File: src/rtl/joy_dir_filter.sv
// joy_dir_filter: per-player joystick conditioner (remap, debounce, 4/8-way filter, autofire)
// Ports:
//   clk, reset          system clock, synchronous active-high reset
//   mode[1:0]           0 last-pressed 4-way, 1 first-held 4-way, 2 8-way with cancel, 3 as 0
//   rotate, flip[c]     90 degree remap for all channels, 180 degree remap per channel
//   dir_in[4c+3:4c]     raw {up,down,left,right}; fire_in[c] raw fire; autofire_en[c]
//   dir_out, fire_out   conditioned outputs, same packing as the inputs
module joy_dir_filter #(
  parameter int CHANNELS  = 2,
  parameter int DB_CYCLES = 16,
  parameter int AF_HALF   = 400000
) (
  input  logic                    clk,
  input  logic                    reset,
  input  logic [1:0]              mode,
  input  logic                    rotate,
  input  logic [CHANNELS-1:0]     flip,
  input  logic [4*CHANNELS-1:0]   dir_in,
  input  logic [CHANNELS-1:0]     fire_in,
  input  logic [CHANNELS-1:0]     autofire_en,
  output logic [4*CHANNELS-1:0]   dir_out,
  output logic [CHANNELS-1:0]     fire_out
);
  localparam int AW = $clog2(AF_HALF + 1);
  localparam logic [7:0] DB_LAST = 8'(DB_CYCLES - 1);
  localparam logic [AW-1:0] AF_LAST = AW'(AF_HALF - 1);
  logic [1:0] mode_r;
  logic mode_chg;
  assign mode_chg = mode != mode_r;
  always_ff @(posedge clk)
    if (reset) mode_r <= 2'd0;
    else mode_r <= mode;
  function automatic logic [3:0] pri(input logic [3:0] x);
    return x[3] ? 4'b1000 : x[2] ? 4'b0100 : x[1] ? 4'b0010 : x[0] ? 4'b0001 : 4'b0000;
  endfunction
  genvar c;
  for (c = 0; c < CHANNELS; c++) begin : g_ch
    logic [3:0] raw, rot, rmp, d, d_prev, nw, mask, mask_nx, socd, filt, out_r;
    logic [4:0] s, q;
    logic [7:0] n [5];
    logic [AW-1:0] af_cnt;
    logic phase, fo_r;
    assign raw = dir_in[4*c +: 4];
    assign rot = rotate ? {raw[1], raw[0], raw[2], raw[3]} : raw;
    assign rmp = flip[c] ? {rot[2], rot[3], rot[0], rot[1]} : rot;
    assign d = q[4:1];
    assign nw = d & ~d_prev;
    assign dir_out[4*c +: 4] = out_r;
    assign fire_out[c] = fo_r;
    // The output uses the updated mask so a new press shows up with no extra cycle.
    always_comb begin
      mask_nx = mode == 2'd1 ? (((d & mask) == 4'b0) ? pri(d) : mask) :
                mode == 2'd2 ? mask : ((nw != 4'b0) ? pri(nw) : mask);
      socd = {d[3:2] == 2'b11 ? 2'b00 : d[3:2], d[1:0] == 2'b11 ? 2'b00 : d[1:0]};
      filt = mode == 2'd2 ? socd : d & mask_nx;
    end
    always_ff @(posedge clk)
      if (reset) begin
        s <= '0;
        q <= '0;
        for (int b = 0; b < 5; b++) n[b] <= '0;
        d_prev <= '0;
        mask <= '0;
        out_r <= '0;
        fo_r <= 1'b0;
        af_cnt <= '0;
        phase <= 1'b1;
      end else begin
        s <= {rmp, fire_in[c]};
        for (int b = 0; b < 5; b++)
          if (s[b] == q[b]) n[b] <= '0;
          else if (n[b] == DB_LAST) begin
            q[b] <= s[b];
            n[b] <= '0;
          end else n[b] <= n[b] + 8'd1;
        d_prev <= d;
        mask <= mode_chg ? 4'b0 : mask_nx;
        out_r <= mode_chg ? 4'b0 : filt;
        // Phase idles high so the first autofire cycle matches plain fire timing.
        if (!autofire_en[c] || !q[0]) begin
          fo_r <= q[0];
          af_cnt <= '0;
          phase <= 1'b1;
        end else begin
          fo_r <= phase;
          af_cnt <= af_cnt == AF_LAST ? '0 : af_cnt + 1'b1;
          if (af_cnt == AF_LAST) phase <= ~phase;
        end
      end
  end
endmodule

File: config.mk
export PLATFORM = sky130hd
export DESIGN_NAME = joy_dir_filter
export DESIGN_NICKNAME = d
export VERILOG_FILES = /design/src/rtl/joy_dir_filter.sv
export SDC_FILE = /design/constraint.sdc
export NUM_CORES = 1
export LEC_CHECK = 0
export ABC_AREA = 0
export CAP_MARGIN = 20
export CORE_ASPECT_RATIO = 1.25
export CORE_MARGIN = 10
export CORE_UTILIZATION = 50
export DETAILED_ROUTE_END_ITERATION = 10
export PLACE_DENSITY_LB_ADDON = 0.3
export SLEW_MARGIN = 5
export SYNTH_ARGS = -nofsm -noshare
export SYNTH_HDL_FRONTEND = slang
export SYNTH_SLANG_ARGS = --single-unit
File: constraint.sdc
create_clock -name clk -period 1.7 [get_ports clk]
set_input_delay 0.34 -clock clk [delete_from_list [all_inputs] [get_ports clk]]
set_output_delay 0.34 -clock clk [all_outputs]
set_load 0.02 [all_outputs]
; ---- Word level (Yosys, flattened, before mapping)
; Memories as Yosys holds them, arrays and structs flattened.
; Cells that the tools add are included.
[op_classes]
addsub = 12
n_eq_ne = 29
mux = 178
n_bitwise = 50
n_reduce_logical = 25
[op_table]
columns = operator, n
row1 = $mux 8, 30
row2 = $mux 1, 118
row3 = $add 8x1->8 const B, 10
row4 = $eq 8x4->1 const B, 10
row5 = $mux 4, 18
row6 = $add 19x1->19 const B, 2
row7 = $eq 19x19->1 const B, 2
row8 = $or 1x1->1, 30
row9 = $and 4x4->4, 6
row10 = $reduce_and 2->1, 10
row11 = $mux 2, 8
row12 = $mux 3, 4
row13 = $not 1->1, 12
row14 = $eq 1x1->1, 10
row15 = $eq 2x2->1 const B, 5
row16 = $logic_not 4->1, 2
row17 = $not 4->4, 2
row18 = $reduce_bool 4->1, 2
row19 = $reduce_or 2->1, 3
row20 = $reduce_or 3->1, 2
row21 = $logic_not 1->1, 4
row22 = $eq 2x1->1 const B, 1
row23 = $logic_or 1x1->1, 2
row24 = $ne 2x2->1, 1
[totals]
register_bits = 88
mem_bits_rw = 80
input_bits = 19
out_inout_bits = 10
word_cells = 321
mem_count = 2
[memory_table]
columns = memory, depth, word_bits, rd, rd_ports_with_merged_regs, write_ports, line
row1 = g_ch[0].n, 5, 8, 5, 0, 5, 40  ; logic [7:0] n [5];
row2 = g_ch[1].n, 5, 8, 5, 0, 5, 40

; ---- Longest topological paths before layout
[depth]
ltp_word = 11
mapped_depth = 8
depth_no_buf = 6

; ---- Worst setup path after synthesis
; Ideal clock, no wire load.
[synth_timing]
kind = register -> register
start = memory g_ch[0].n[4][5]
end = memory g_ch[0].n[4][2], data pin
setup_time_ns = 0.263
t_arrival_ns = 1.462
t_required_ns = 1.437
setup_slack_ns = -0.025
stages_incl_launch_ff = 6
path_buffers = 1
synth_period_minus_slack_ns = 1.725
cell_sequence = edfxtp_1 or4_1 nor2_1 or3_1 clkbuf_1 nor2_1
[synth_rtl]
columns = element, line
row1 = start: declaration, 40

; ---- Worst setup path after layout
[layout_timing]
start = register g_ch[0].af_cnt[7]
end = register g_ch[0].af_cnt[7]
[layout_via]
elab_chain_cells = 2
elab_cells_between_ends = 3
classes_between = add/sub (1) / eq/ne (1) / reduce/logical (1)
[layout_lines]
columns = element, line
row1 = start: declaration, 41  ; logic [AW-1:0] af_cnt;
row2 = start signal: assignment, 86  ; af_cnt <= af_cnt == AF_LAST ? '0 : af_cnt + 1'b1;
row3 = "parallel branches: the longest is 2 deep, another holds $add 19x1->19", n/a
; Several ways; the timed one is not identified.
; A chain may end at the register's enable or synchronous reset.

==> results_dict.tcl <==
set metrics [dict create \
    outcome "complete, but fails checks" \
    violated_checks "setup timing" \
    dominantRegCellSynth "sky130_fd_sc_hd__dfxtp_1" \
    grt_antenna_before_repair 0 \
    grt_max_degree 38 \
    hold_buffer_count_at_cts 0 \
    ys_async_sr_fraction 0 \
    ctsLongestPathBuffers 2 \
    critPathBufInv 1 \
    die_area_sq_um 21600 \
    initialDrtViolationCount 331 \
    wire_per_inst_um 12.3 \
    critical_path.cell_chain "or4b_4, nor4_4, and4_4, or2_4, clkbuf_16, nor2_2" \
    place_worst_setup_slack_ps -258 \
    cellLeakagePower_nw 4.04 \
    whs_ps 247 \
    h-tree-depth 4 \
    final_period_minus_worst_setup_slack_ps 1720 \
    top_layer_used "met4" \
    finalPower_mw 8.99 \
    max-vdd-ir-drop_mv 0.570 \
    grt_first_pass_wirelength_um 25600 \
    initial_utilization 0.514 \
    post-synth-top-area-fraction 0.298 \
    synth_seq_area_share 0.516 \
    num_rows 51 \
    synth.lib_cells_used.distinct 62 \
    route.final.wire_length_um 15100 \
    clock.fmax_ghz 0.580 \
    wl_met2_um 7770 \
    fin_crit_sh 1.01 \
    first_global_vias 5924 \
    setup_viol 12 \
    number_of_placed_i_o_pins 29 \
    antenna_fix_cells 0 \
    fraction_of_layout_cells_with_a_size_suffix_above_1 0.189 \
    met3WireLength_um 445 \
    globalRouteOverflowTotal 0 \
    synth_area_leader_cell "sky130_fd_sc_hd__edfxtp_1" \
    detailed_place.area_sq_um 9530 \
    detailedRoute.firstPassIterationCount 4 \
    globalplace.congestion 0.909 \
    layout-area-overhead-vs-synth_pct 28.4 \
    synthTopCellsByArea "sky130_fd_sc_hd__edfxtp_1, sky130_fd_sc_hd__dfxtp_1, sky130_fd_sc_hd__nor2_1" \
    insertion_delay_ps 430 \
    maxSlewViolCount 0 \
    critPathSlowestCell "sky130_fd_sc_hd__or4b_4" \
    cts_num_sinks 168 \
    gr-usage-all-layers 0.142 \
    antenna_left 0 \
    avgViaCountPerCell 4.90 \
    die_height_um 162 \
    dp_hpwl_um 10700 \
    netlist_area_sq_um 8070 \
    worst_path_arrival_time_ps 2040 \
    io_buffer_count 28 \
    required_ps 2020 \
    worstSetupPathType "register to register" \
    number_of_warnings_printed_during_yosys_synthesis 0 \
    hold_path_class "input pin to register" \
    critPathCaptureType "register" \
    dieWidth_um 134 \
    design_area_sq_um 10400 \
    cts_tree "built" \
    fin_skew_ps 5.42 \
    layout_setup_ws_ps -24.4 \
    postLayoutCoreUtil 0.660 \
    cts-root-buf "sky130_fd_sc_hd__clkbuf_16" \
    timing.final.hold_violations 0 \
    fp.coreArea_sq_um 15700 \
    critical_path.max_fanout 5 \
    power_density_over_cell_area_nw_per_um2 868 \
    vias 6002 \
    start_kind "register" \
    critical_path.top_delay_family "simple AND/OR/NAND/NOR gates" \
    clk_pin_slew_ps 70 \
    drcViolationCount 0 \
    synth_cells 805 \
    yosys_register_bits 168 \
    num-nets-final 1032 \
    cts_made_buffers 17 \
    synth-edff-count 80 \
    rsz0062_at_grt "true" \
    maxCapViolations 0 \
    critical_path.max_stage_delay_ps 540 \
    syn_avg_cell_area_sq_um 10.0 \
    met1_length_um 6690 \
]
[Yosys cell counts, drive strengths merged (11+ instances only)]
cell    instances
and3           18
nand2          38
edfxtp         80
inv            22
nor2          171
nand3          53
nor2b          29
nor3           13
xor2           60
dfxtp          88
clkbuf         26
xnor2          48
mux2i          12
or3            11
ha             12
[worst min-delay path, cell delays in order]
cell and delay (ps):
sky130_fd_sc_hd__buf_2 110, sky130_fd_sc_hd__buf_4 140, sky130_fd_sc_hd__nor2b_1 40
[cells in the final DEF (no fill, tap or decap), types with 17 or more instances in the layout]
cell type and n:
sky130_fd_sc_hd__and3_1 17, sky130_fd_sc_hd__buf_4 99, sky130_fd_sc_hd__clkbuf_16 20, sky130_fd_sc_hd__clkdlybuf4s50_1 17, sky130_fd_sc_hd__conb_1 80, sky130_fd_sc_hd__dfxtp_1 84
sky130_fd_sc_hd__edfxtp_1 80, sky130_fd_sc_hd__inv_1 22, sky130_fd_sc_hd__nand2_1 38, sky130_fd_sc_hd__nand3_1 53, sky130_fd_sc_hd__nor2_1 162, sky130_fd_sc_hd__nor2b_1 27
sky130_fd_sc_hd__xnor2_1 47, sky130_fd_sc_hd__xor2_1 60
[final cells by class]
cell class,instances,area [sq um]
Multi-Input combinational cell,658,4080
Fill cell,1298,5340
Inverter,22,82.6
Clock inverter,12,135
Sequential cell,168,4170
Clock buffer,20,479
Tap cell,212,265
Timing Repair Buffer,134,1140
[kinds of logic after synthesis]
family / share of synthesized area
AO/OA/AOI/OAI: 0.0417
XOR/XNOR: 0.117
adder cells (fa/ha/maj): 0.0211
buffers and inverters: 0.0323
flip-flops: 0.516
multiplexers: 0.0386
other: 0.000465
AND/OR/NAND/NOR: 0.232
[state kept, by name, indices dropped and copies added (netlist names), 8 cells and up]
name / count
g_ch.q: 10
g_ch.af_cnt: 38
g_ch.mask: 8
g_ch.n: 80
g_ch.s: 10
g_ch.out_r: 8
g_ch.d_prev: 8
[repair_timing]
action | in CTS | in global routing
hold endpoints to repair | 0 | 0
gates resized for setup | 14 | 37
buffers inserted | 0 | 3
gates cloned | 0 | 2
pin swaps | 1 | 10
endpoints found under the setup margin | 54 | 57
[stage by stage]
step                cells  TNS (ps)
global placement     1189     -3020
global route         1226     -1390
CTS                  1221      -188
finish               1226      -121
detailed placement   1189     -3560
floorplan             884         0
[where the power goes]
part | switching (mW) | leakage, nW | internal [mW]
logic | 0.273 | 2.22 | 0.299
registers | 0.0833 | 1.54 | 4.36
clock network | 1.62 | 0.290 | 2.35
total | 1.97 | 4.04 | 7.02
[metal layers]
metal | track usage | vias to the layer above
met1 | 0.163 | 2832
met2 | 0.245 | 70
met4 | 0.0585 | 0
met5 | 0 | -
li1 | - | 3086
met3 | 0.0370 | 14
[worst paths after layout]
path,startpoint,slack [ps],end,depth (start not counted)
min reg2reg,g_ch[0].af_cnt[0]$_SDFF_PP0_,460,g_ch[0].af_cnt[0]$_SDFF_PP0_,1
min,reset,250,g_ch[1].s[0]$_SDFF_PP0_,3
max reg2reg,g_ch[0].af_cnt[7]$_SDFF_PP0_,-20,g_ch[0].af_cnt[7]$_SDFF_PP0_,6
max,g_ch[0].af_cnt[7]$_SDFF_PP0_,-20,g_ch[0].af_cnt[7]$_SDFF_PP0_,6
Power figures use the tool's default switching activity.
